`src/rtl/stepper_phase_monitor.sv`:
```
// Receive-side monitor for a 4-phase stepper drive bus: tracks phase order into a signed,
// wrapping step position and flags illegal codes, skipped phases and shaft settling.
module stepper_phase_monitor #(
   parameter int POS_W    = 16,
   parameter int SETTLE_N = 8
) (
   input  logic             drv_clk,
   input  logic             reset,
   input  logic [3:0]       motor_drv,
   input  logic             pos_clr,
   input  logic             clr_err,
   output logic [POS_W-1:0] pos,
   output logic             dir,
   output logic             step,
   output logic             settled,
   output logic             err,
   output logic [1:0]       trk_st
);

   typedef enum logic [1:0] {
      ST_IDLE  = 2'b00,
      ST_TRACK = 2'b01,
      ST_FAULT = 2'b10
   } state_t;

   localparam int                CNT_W      = $clog2(SETTLE_N + 1);
   localparam logic [CNT_W-1:0]  SETTLE_CNT = CNT_W'(SETTLE_N);

   state_t           state_q;
   logic [3:0]       prev_q;
   logic [POS_W-1:0] pos_q;
   logic             dir_q;
   logic             step_q;
   logic             settled_q;
   logic             err_q;
   logic [CNT_W-1:0] cnt_q;

   logic             legal;
   logic             is_fwd;
   logic             is_rev;
   logic [CNT_W-1:0] cnt_d;

   // Phases are one-hot, so the forward neighbour is a left rotate and reverse a right rotate.
   always_comb begin
      legal  = $onehot0(motor_drv);
      is_fwd = (motor_drv == {prev_q[2:0], prev_q[3]});
      is_rev = (motor_drv == {prev_q[0], prev_q[3:1]});
      cnt_d  = (cnt_q == SETTLE_CNT) ? cnt_q : cnt_q + CNT_W'(1);
   end

   // NOTE: sequential state uses non-blocking assignments only; the later pos_clr assignment
   // deliberately overrides any step update made earlier in the same edge.
   always_ff @(posedge drv_clk or negedge reset) begin
      if (!reset) begin
         state_q   <= ST_IDLE;
         prev_q    <= 4'b0000;
         pos_q     <= '0;
         dir_q     <= 1'b1;
         step_q    <= 1'b0;
         settled_q <= 1'b0;
         err_q     <= 1'b0;
         cnt_q     <= '0;
      end else begin
         prev_q <= motor_drv;
         step_q <= 1'b0;
         unique case (state_q)
            ST_IDLE: begin
               settled_q <= 1'b0;
               cnt_q     <= '0;
               if (!legal) begin
                  state_q <= ST_FAULT;
                  err_q   <= 1'b1;
               end else if (motor_drv != 4'b0000) begin
                  state_q <= ST_TRACK;
               end
            end
            ST_TRACK: begin
               if (legal && motor_drv == 4'b0000) begin
                  state_q   <= ST_IDLE;
                  settled_q <= 1'b0;
                  cnt_q     <= '0;
               end else if (legal && motor_drv == prev_q) begin
                  cnt_q     <= cnt_d;
                  settled_q <= (cnt_d == SETTLE_CNT);
               end else if (legal && (is_fwd || is_rev)) begin
                  pos_q     <= is_fwd ? pos_q + POS_W'(1) : pos_q - POS_W'(1);
                  dir_q     <= is_fwd;
                  step_q    <= 1'b1;
                  settled_q <= 1'b0;
                  cnt_q     <= '0;
               end else begin
                  // Illegal code or a skipped (opposite) phase.
                  state_q   <= ST_FAULT;
                  err_q     <= 1'b1;
                  settled_q <= 1'b0;
                  cnt_q     <= '0;
               end
            end
            ST_FAULT: begin
               settled_q <= 1'b0;
               cnt_q     <= '0;
               if (clr_err) begin
                  state_q <= ST_IDLE;
                  err_q   <= 1'b0;
               end
            end
            default: state_q <= ST_IDLE;
         endcase
         if (pos_clr) pos_q <= '0;
      end
   end

   assign pos     = pos_q;
   assign dir     = dir_q;
   assign step    = step_q;
   assign settled = settled_q;
   assign err     = err_q;
   assign trk_st  = state_q;

endmodule

```
`config.mk`:
```
export PLATFORM = sky130hd
export DESIGN_NAME = stepper_phase_monitor
export DESIGN_NICKNAME = d
export VERILOG_FILES = /design/src/rtl/stepper_phase_monitor.sv
export SDC_FILE = /design/constraint.sdc
export NUM_CORES = 1
export LEC_CHECK = 0
export ABC_AREA = 0
export CORE_MARGIN = 5
export CORE_UTILIZATION = 40
export DETAILED_ROUTE_END_ITERATION = 16
export PLACE_DENSITY = 0.66
export SYNTH_ARGS = -nofsm -noshare
export SYNTH_HDL_FRONTEND = slang
export SYNTH_SLANG_ARGS = --single-unit
```
`constraint.sdc`:
```
create_clock -name drv_clk -period 2.8 [get_ports drv_clk]
set_clock_uncertainty 0.05 [all_clocks]
set_input_delay 0.7 -clock drv_clk [delete_from_list [all_inputs] [get_ports drv_clk]]
set_output_delay 0.7 -clock drv_clk [all_outputs]
set_load 0.1 [all_outputs]
```
# --- Yosys cells after proc, flatten, opt, wreduce, memory -nomap -nowiden ---
# Index checks and enable logic that the tools add are counted.
totals:
  regBits: 30
  inputBits: 8
  wordCells: 80
op_classes:
  add_sub_neg: 6
  order_cmp: 1
  n_eq_ne: 17
  mux: 30
  bitwise_logic: 2
  reduce_logical: 16
ops:
  columns: ["cell", "n"]
  rows:
  - ["$mux 16", 6]
  - ["$add 16x1->16 const B", 1]
  - ["$sub 16x1->16 const B", 1]
  - ["$ne 2x2->1 const B", 7]
  - ["$eq 4x4->1", 3]
  - ["$mux 2", 6]
  - ["$mux 4", 3]
  - ["$reduce_and 4->1", 3]
  - ["$mux 1", 11]
  - ["$ne 3x3->1 const B", 3]
  - ["$eq 4x4->1 const B", 2]
  - ["$pmux 4 s2", 1]
  - ["$pmux 2 s3", 1]
  - ["$reduce_and 6->1", 1]
  - ["$reduce_bool 2->1", 3]
  - ["$add 1x1->2", 2]
  - ["$add 4x1->4 const B", 1]
  - ["$logic_not 4->1", 1]
  - ["$reduce_bool 4->1", 1]
  - ["$add 2x2->3", 1]
  - ["$le 3x1->1 const B", 1]
  - ["$logic_and 1x1->1", 3]
  - ["$pmux 1 s3", 1]
  - ["$reduce_bool 3->1", 1]
  - ["other kinds (7)", 8]

# --- Logic depth before layout (Yosys ltp) ---
# Gate-level depths: netlist of the first run.
logic_depth:
  ltp_word: 9
  ltp_mapped: 11

# --- Least setup slack after synthesis of the first run ---
# No wires, ideal clock.
synth_timing:
  path_type: "input to register"
  from: "in motor_drv[2]"
  to: "reg pos_q[15], in the netlist pos[15]"
  setup_time_ps: 128
  arrival_ps: 3102
  path_slack_ps: -480
  stages: 11
  path_buffers: 1
  path_cell_list: "buf_6 > xnor2_1 > and4_1 > inv_1 > ha_1 > o211ai_1 > o21ai_1 > a31oi_1 > o31ai_1 > mux2i_1 > mux2_1"
synth_via:
  elab_chain_cells: 7
synth_rtl:
  columns: ["element", "line_no", "rtl"]
  rows:
  - ["start: declaration", "9", "input logic [3:0] motor_drv,"]
  - ["parallel branches: the longest is 7 deep, another holds $add 2x2->3", null, null]
  - ["end signal: assignment", "86", "pos_q <= is_fwd ? pos_q + POS_W'(1) : pos_q - POS_W'(1);"]
  - ["end: declaration", "31", "logic [POS_W-1:0] pos_q;"]
# Parallel ways; which one is timed is not known. The select of a mux whose other input is x is not followed.
# A chain may end at the register's enable or synchronous reset.

# --- Worst setup path after layout of the first run ---
layout_timing:
  from: "in motor_drv[0]"
  to: "reg pos_q[13], in the netlist pos[13]"
# The elaborated chain is that of the path after synthesis.

==> impl_results.md, run 1 <==
- Status: complete, no violations
- Min Tclk post-route: 2.77 ns
- Initial Util: 0.409
- Worst Hold Class: flip-flop to flip-flop
- Max Cap Violations: 0
- # diodes: 0
- Clk sink count: 30
- Max VDD drop: 0.504 mV
- Total CTS buffers: 5
- Critical Path Sink: pos[13]
- Final setup vio count: 0
- Worst EP arrival: 2.93 ns
- CTS H-Tree Depth: 2
- Die Span X: 84.5 um
- Initial antenna violation count: 0
- Hold WS: 0.452 ns
- Crit Reg-Reg Endpoint: pos[13]
- Critical path required time: 2.96 ns
- Slew HR: 0.559
- Synth Warn #: 0
- Max frequency: 361 MHz
- Synthesis-to-finish area growth: 49.1%
- Final Max Tran Viols: 0
- Post-route setup slack: 0.0271 ns
- Initial DRC count: between 60 and 70
- Core Region: around 5400 um^2
- Share of the synthesized area in the top cell type: 0.327
- Post-DP Area: 2920 um^2
- Wire length per cell: 13.9 um
- Post-route DRC: 0
- First-pass GRT wire length: 9730 um
- I/O pin count: 30
- Number of library cell types mapped by synthesis: 46
- Row count: 27
- P per Cell Area: 442 nW/um^2
- DRT Pass-1 Iters: 4
- Flops & latches, synth: 30
- GRT overflow: 0
- RSZ-0062 raised after global routing: true
- Final instance area: 3310 um^2
- Most frequent cells after synthesis: dfrtp_1, nor2_1, nand2_1
- Finished Core Util: 0.609
- Synth Instances: 240
- Kind of end point of the critical path: flip-flop
- Fin crit share: 0.990
- Post-DP HPWL: 3930 um
- Place WS: -0.903 ns
- CTS tree: done
- Final net count: 354
- Startpoint Class: input pin
- Clock Latency Late Sink: 0.28 ns
- Largest cells by area after synthesis: dfrtp_1, ha_1, xnor2_1, a21oi_1, xor2_1
- Synthesized area: ~2200 um^2
- CTS Buffer Depth: 2
- Worst reg2reg setup slack: 0.12 ns
- Asr flop ratio synth: 1.00
- Syn_nets: 269
- Final Hold Fails: 0
- # hold bufs at CTS: 0
- Post-DRT Antenna Nets: 0
- Worst-margin pin slew: roughly 0.66 ns
- Critical path origin: motor_drv[0]
- Synth area leader: dfrtp_1
- Vias: around 2k
- Worst r2r src: prev_q[2]
- Placed Cells incl. Taps: around 390
- Aggregate routed wire length: ~5500 um
- EDFF count, synth: 0
- Worst-case reg-to-reg path depth: 12
- Static Leak: around 0.0015 uW
- Clock root cell: clkbuf_8
- Ys flop type: dfrtp_1
- DIE AREA: 7150 um^2
- Crit Path Max Fanout: 9
- Vias in the first global route: 2059
- Port buffer count: 29
- Clock Pin Slew Worst Setup and Hold Paths: approximately 0.07 ns
- Register area share after synthesis: 0.338
- Crit Path Class: input pin to flip-flop
- Count leader, synth: dfrtp_1
- Syn_area_per_cell: between 9 and 10 um^2
- Largest net degree at the start of global routing: 31
- GRT Total Usage: 0.166
- RD Place Congestion: 0.899
- Via-to-Cell Ratio: 5.11
- Die height: 84.5 um
- Share of cells above drive strength 1: 0.393
- Non-filler cells, final: 398
==> state kept, by name, indices dropped and copies added (netlist names) <==
signal and flops:
pos 16, cnt_q 4, prev_q 4, trk_st 2, settled 1, err 1
step 1, dir 1
==> cell usage in the layout (no fill, tap or decap), drive strengths merged, types with 8 or more instances in the layout <==
cell / n
xor2: 10
nor2: 22
dfrtp: 29
buf: 82
mux2i: 8
nand2b: 9
xnor2: 15
ha: 19
inv: 8
nand2: 21
o21ai: 14
a21oi: 19
==> per-layer routing <==
layer  vias up  routed length (um)  track usage
met2        33                2860        0.285
met1       969                2410        0.209
met4         0                  66       0.0475
met3         7                 211       0.0353
li1       1025                   -            -
met5         -                   0            0
==> stage by stage <==
step | power (uW) | TNS, ns
CTS | 1460 | 0
global route | 1540 | -0.0501
floorplan | 899 | -1.65
detailed placement | 1060 | -10.16
finish | 1460 | 0
global placement | 1050 | -9.26
==> kinds of logic after synthesis <==
| kind of cell | synth area share |
|---|---|
| DFF | 0.338 |
| AOI/OAI and AO/OA | 0.168 |
| muxes | 0.0512 |
| buffers and inverters | 0.0360 |
| and+or+nand+nor | 0.182 |
| adders and majority gates | 0.125 |
| xor gates and xnor gates | 0.0985 |
==> cell type report <==
type	count	area, um^2
clock inverter	1	5.00
inverter	7	33.8
fill	452	2130
timing repair inverter	1	6.26
tap	72	90.1
clock buffer	7	86.3
sequential	30	752
multi-input combinational	195	1650
timing repair buffer	85	691
==> worst min-delay path by stage <==
stage / startpoint / endpoint / cells past startpoint
3_3_place_gp: dir / dir / 2
2_1_floorplan: reset / cnt_q[0] / 0
3_5_place_dp: dir / dir / 2
5_1_grt: dir / dir / 2
6_report: dir / dir / 2
4_1_cts: dir / dir / 2
==> where the power goes <==
part / switching, uW / total, uW / internal, uW
Combinational: 373 / 577 / 204
Clock: 169 / 367 / 198
Sequential: 50.2 / 520 / 470
==> timing repair <==
item	CTS	global route
gates cloned	1	0
pin swaps	15	16
buffers inserted	2	1
endpoints found under the setup margin	16	5
gates resized for setup	49	18
==> worst max-delay path, stage by stage <==
cell	delay, ns
buf_6	0.10
xnor2_2	0.13
and4_4	0.32
inv_8	0.07
buf_8	0.16
ha_4	0.26
a21oi_1	0.22
buf_4	0.14
o21bai_1	0.06
a21oi_1	0.19
o211a_1	0.18
mux2_2	0.32
o21ai_0	0.07
Note: power is estimated with default switching activity, not from simulation.
==> inputs of run 2 (changes only) <==
Settings changed: CTS_CLUSTER_SIZE set to 14, SLEW_MARGIN set to 20.
==> results of run 2 <==
No change in the layout: final DEF, timing and power equal those of run 1.
==> inputs of run 3 (changes only) <==
Settings changed: CORE_UTILIZATION 40 to 50, PLACE_DENSITY 0.66 to 0.79.
==> run 3 against run 2 <==
  * The run now ends with setup timing left
  * Total power rose by 3.2%
  * Sequential share of layout area fell by 0.71 points
  * Highest routed layer unchanged
  * Global-route usage rose by 4.4 points
  * Final cell count fell by 4.0%
==> impl_results.md, run 3 (synthesized netlist as in run 1, its figures left out) <==
- Status: finished, violations left
- Failing checks: setup timing
- Initial antenna violation count: 0 (unchanged)
- Kind of end point of the critical path: flip-flop
- Post-route setup slack: -0.0582 ns (-0.0854 ns)
- Hold WS: 0.495 ns (+0.0434 ns)
- Static Leak: 0.00158 uW (+3.5%)
- Crit path max-delay cell type: and4_4
- DIE AREA: 5880 um^2 (-18%)
- CP delay by family, top: compound AO/OA/AOI/OAI gates
- GRT overflow: 0 (unchanged)
- Worst Hold Class: flip-flop to flip-flop
- Aggregate routed wire length: 6860 um (+24%)
- Worst-margin pin slew: 0.674 ns (+0.0143 ns)
- Share of cells above drive strength 1: 0.427 (+0.0346)
- Max Cap Violations: 0 (unchanged)
- RSZ-0062 raised after global routing: true
- Vias: 2237 (+10%)
- Vias in the first global route: 2223 (+8.0%)
- Clk sink count: 30 (unchanged)
- Die Span X: 76.7 um (-9.3%)
- # diodes: 0 (unchanged)
- Post-DRT Antenna Nets: 0 (unchanged)
- Crit Path Max Fanout: 5 (-4)
- CP bufs+invs: 2 (-2)
- Port buffer count: 29 (unchanged)
- Initial DRC count: 233 (+280%)
- Synthesis-to-finish area growth: 53.9%
- Critical path required time: 2.93 ns (-0.03 ns)
- Post-route DRC: 0 (unchanged)
- Post-DP HPWL: 3890 um (-1.1%)
- GRT Total Usage: 0.209 (+0.0436)
- Largest net degree at the start of global routing: 31 (unchanged)
- Die height: 76.7 um (-9.3%)
- Final net count: 358 (+1.1%)
- Hold path depth: 1 (-1)
- Via-to-Cell Ratio: 5.86 (+15%)
- DRT Pass-1 Iters: 4 (unchanged)
- RD Place Congestion: 0.876 (-2.6%)
- Max frequency: 350 MHz (-3.0%)
- Startpoint Class: input pin
- I/O pin count: 30 (unchanged)
- Worst-case reg-to-reg path depth: 10 (-2)
- Core Region: 4320 um^2 (-20%)
- Row count: 24 (-11%)
- Min Tclk post-route: 2.86 ns (+0.0854 ns)
- Largest register FFs: 16 (unchanged)
- Clock Latency Late Sink: 0.30 ns (+0.02 ns)
- P per Cell Area: 442 nW/um^2 (about the same)
- Clock Pin Slew Worst Setup and Hold Paths: 0.07 ns (about the same)
- CTS Buffer Depth: 2 (unchanged)
- Max VDD drop: 0.536 mV (+6.2%)
- Initial Util: 0.514 (+0.105)
- CTS H-Tree Depth: 2 (unchanged)
- Non-filler cells, final: 382 (-4.0%)
- Multi-input logic area: 1720 um^2 (+4.3%)
- Final Hold Fails: 0 (unchanged)
- Register Area: 752 um^2 (unchanged)
- First-pass GRT wire length: 10200 um (+5.1%)
- Setup TNS: -0.0594 ns (-0.0594 ns)
- Final Max Tran Viols: 0 (unchanged)
- Most common cell after layout, fill and taps aside: buf_4
- WP depth: 11 (-2)
- Slowest Stage Delay on Critical Path: 0.34 ns (+0.02 ns)
- Placed Cells incl. Taps: 365 (-5.4%)
- Final setup vio count: 2 (+2)
- Fillcell total: 277 (-39%)
- Total CTS buffers: 5 (unchanged)
- Crit Path Class: input pin to flip-flop
- Most frequent cells in the layout: buf_4, dfrtp_1, nor2_1
- Fin crit share: 1.02 (+0.0305)
- Slew HR: 0.549 (-0.00960)
- CTS tree: done
- Clock root cell: clkbuf_8
- Worst EP arrival: 2.98 ns (+0.05 ns)
- CP cell instances: buf_8 > xnor2_4 > and4_4 > clkinv_8 > ha_4 > o211ai_1 > o21ai_2 > a31oi_4 > o31ai_2 > mux2i_1 > mux2_1
- Wire length per cell: 17.9 um (+29%)
==> run 3: path summary, 6_finish.rpt <==
kind,start,to,slack (ns)
max in group asynchronous,reset,dir,1.63
max,motor_drv[0],pos[15],-0.06
max reg2reg,prev_q[2],pos[15],-0.01
min,err,err,0.49
min reg2reg,err,err,0.49
min in group asynchronous,reset,pos[4],0.74
==> run 3: area by class of cell <==
type	count	share of cell area
clock inverter	2	0.00366
multi-input combinational	195	0.503
timing repair buffer	89	0.217
inverter	7	0.0113
timing repair inverter	1	0.00256
tap	52	0.0190
clock buffer	6	0.0241
sequential	30	0.220
==> run 3: metal layers <==
metal,share of wire,wire length [um],track usage,up-vias
met2,0.50,3460,0.358,89
met5,0,0,0,-
li1,-,-,-,1033
met3,0.056,381,0.0632,26
met4,0.034,231,0.0997,0
met1,0.41,2780,0.236,1089
==> run 3: repair_timing <==
item,in CTS,in global routing
gates cloned,0,2
resized for setup,42,38
pin swaps,12,18
hold buffers,0,0
setup endpoints to repair,16,12
buffers inserted,4,3
==> run 3: through the flow <==
step	total power [uW]	setup slack [ns]	area [um^2]	utilization
2_1_floorplan	899	-0.480	2220	-
3_3_place_gp	1040	-0.791	2880	0.667
3_5_place_dp	1050	-0.814	2880	0.667
4_1_cts	1450	0.00314	3170	0.734
5_1_grt	1590	-0.111	3420	0.791
6_report	1510	-0.0582	3420	0.791
==> run 3: worst reg2reg max path, cell delays in order, from the launching register on <==
cell	delay (ns)
dfrtp_1	0.44
xnor2_4	0.18
and4_4	0.33
clkinv_8	0.10
ha_4	0.28
o211ai_1	0.10
o21ai_2	0.25
a31oi_4	0.15
o31ai_2	0.25
mux2i_1	0.23
mux2_1	0.33
==> run 3: power breakdown <==
group	switching (uW)	total (uW)	internal, uW
sequential	53.8	524	470
combinational	394	609	215
clock	182	379	197
total	629	1510	882
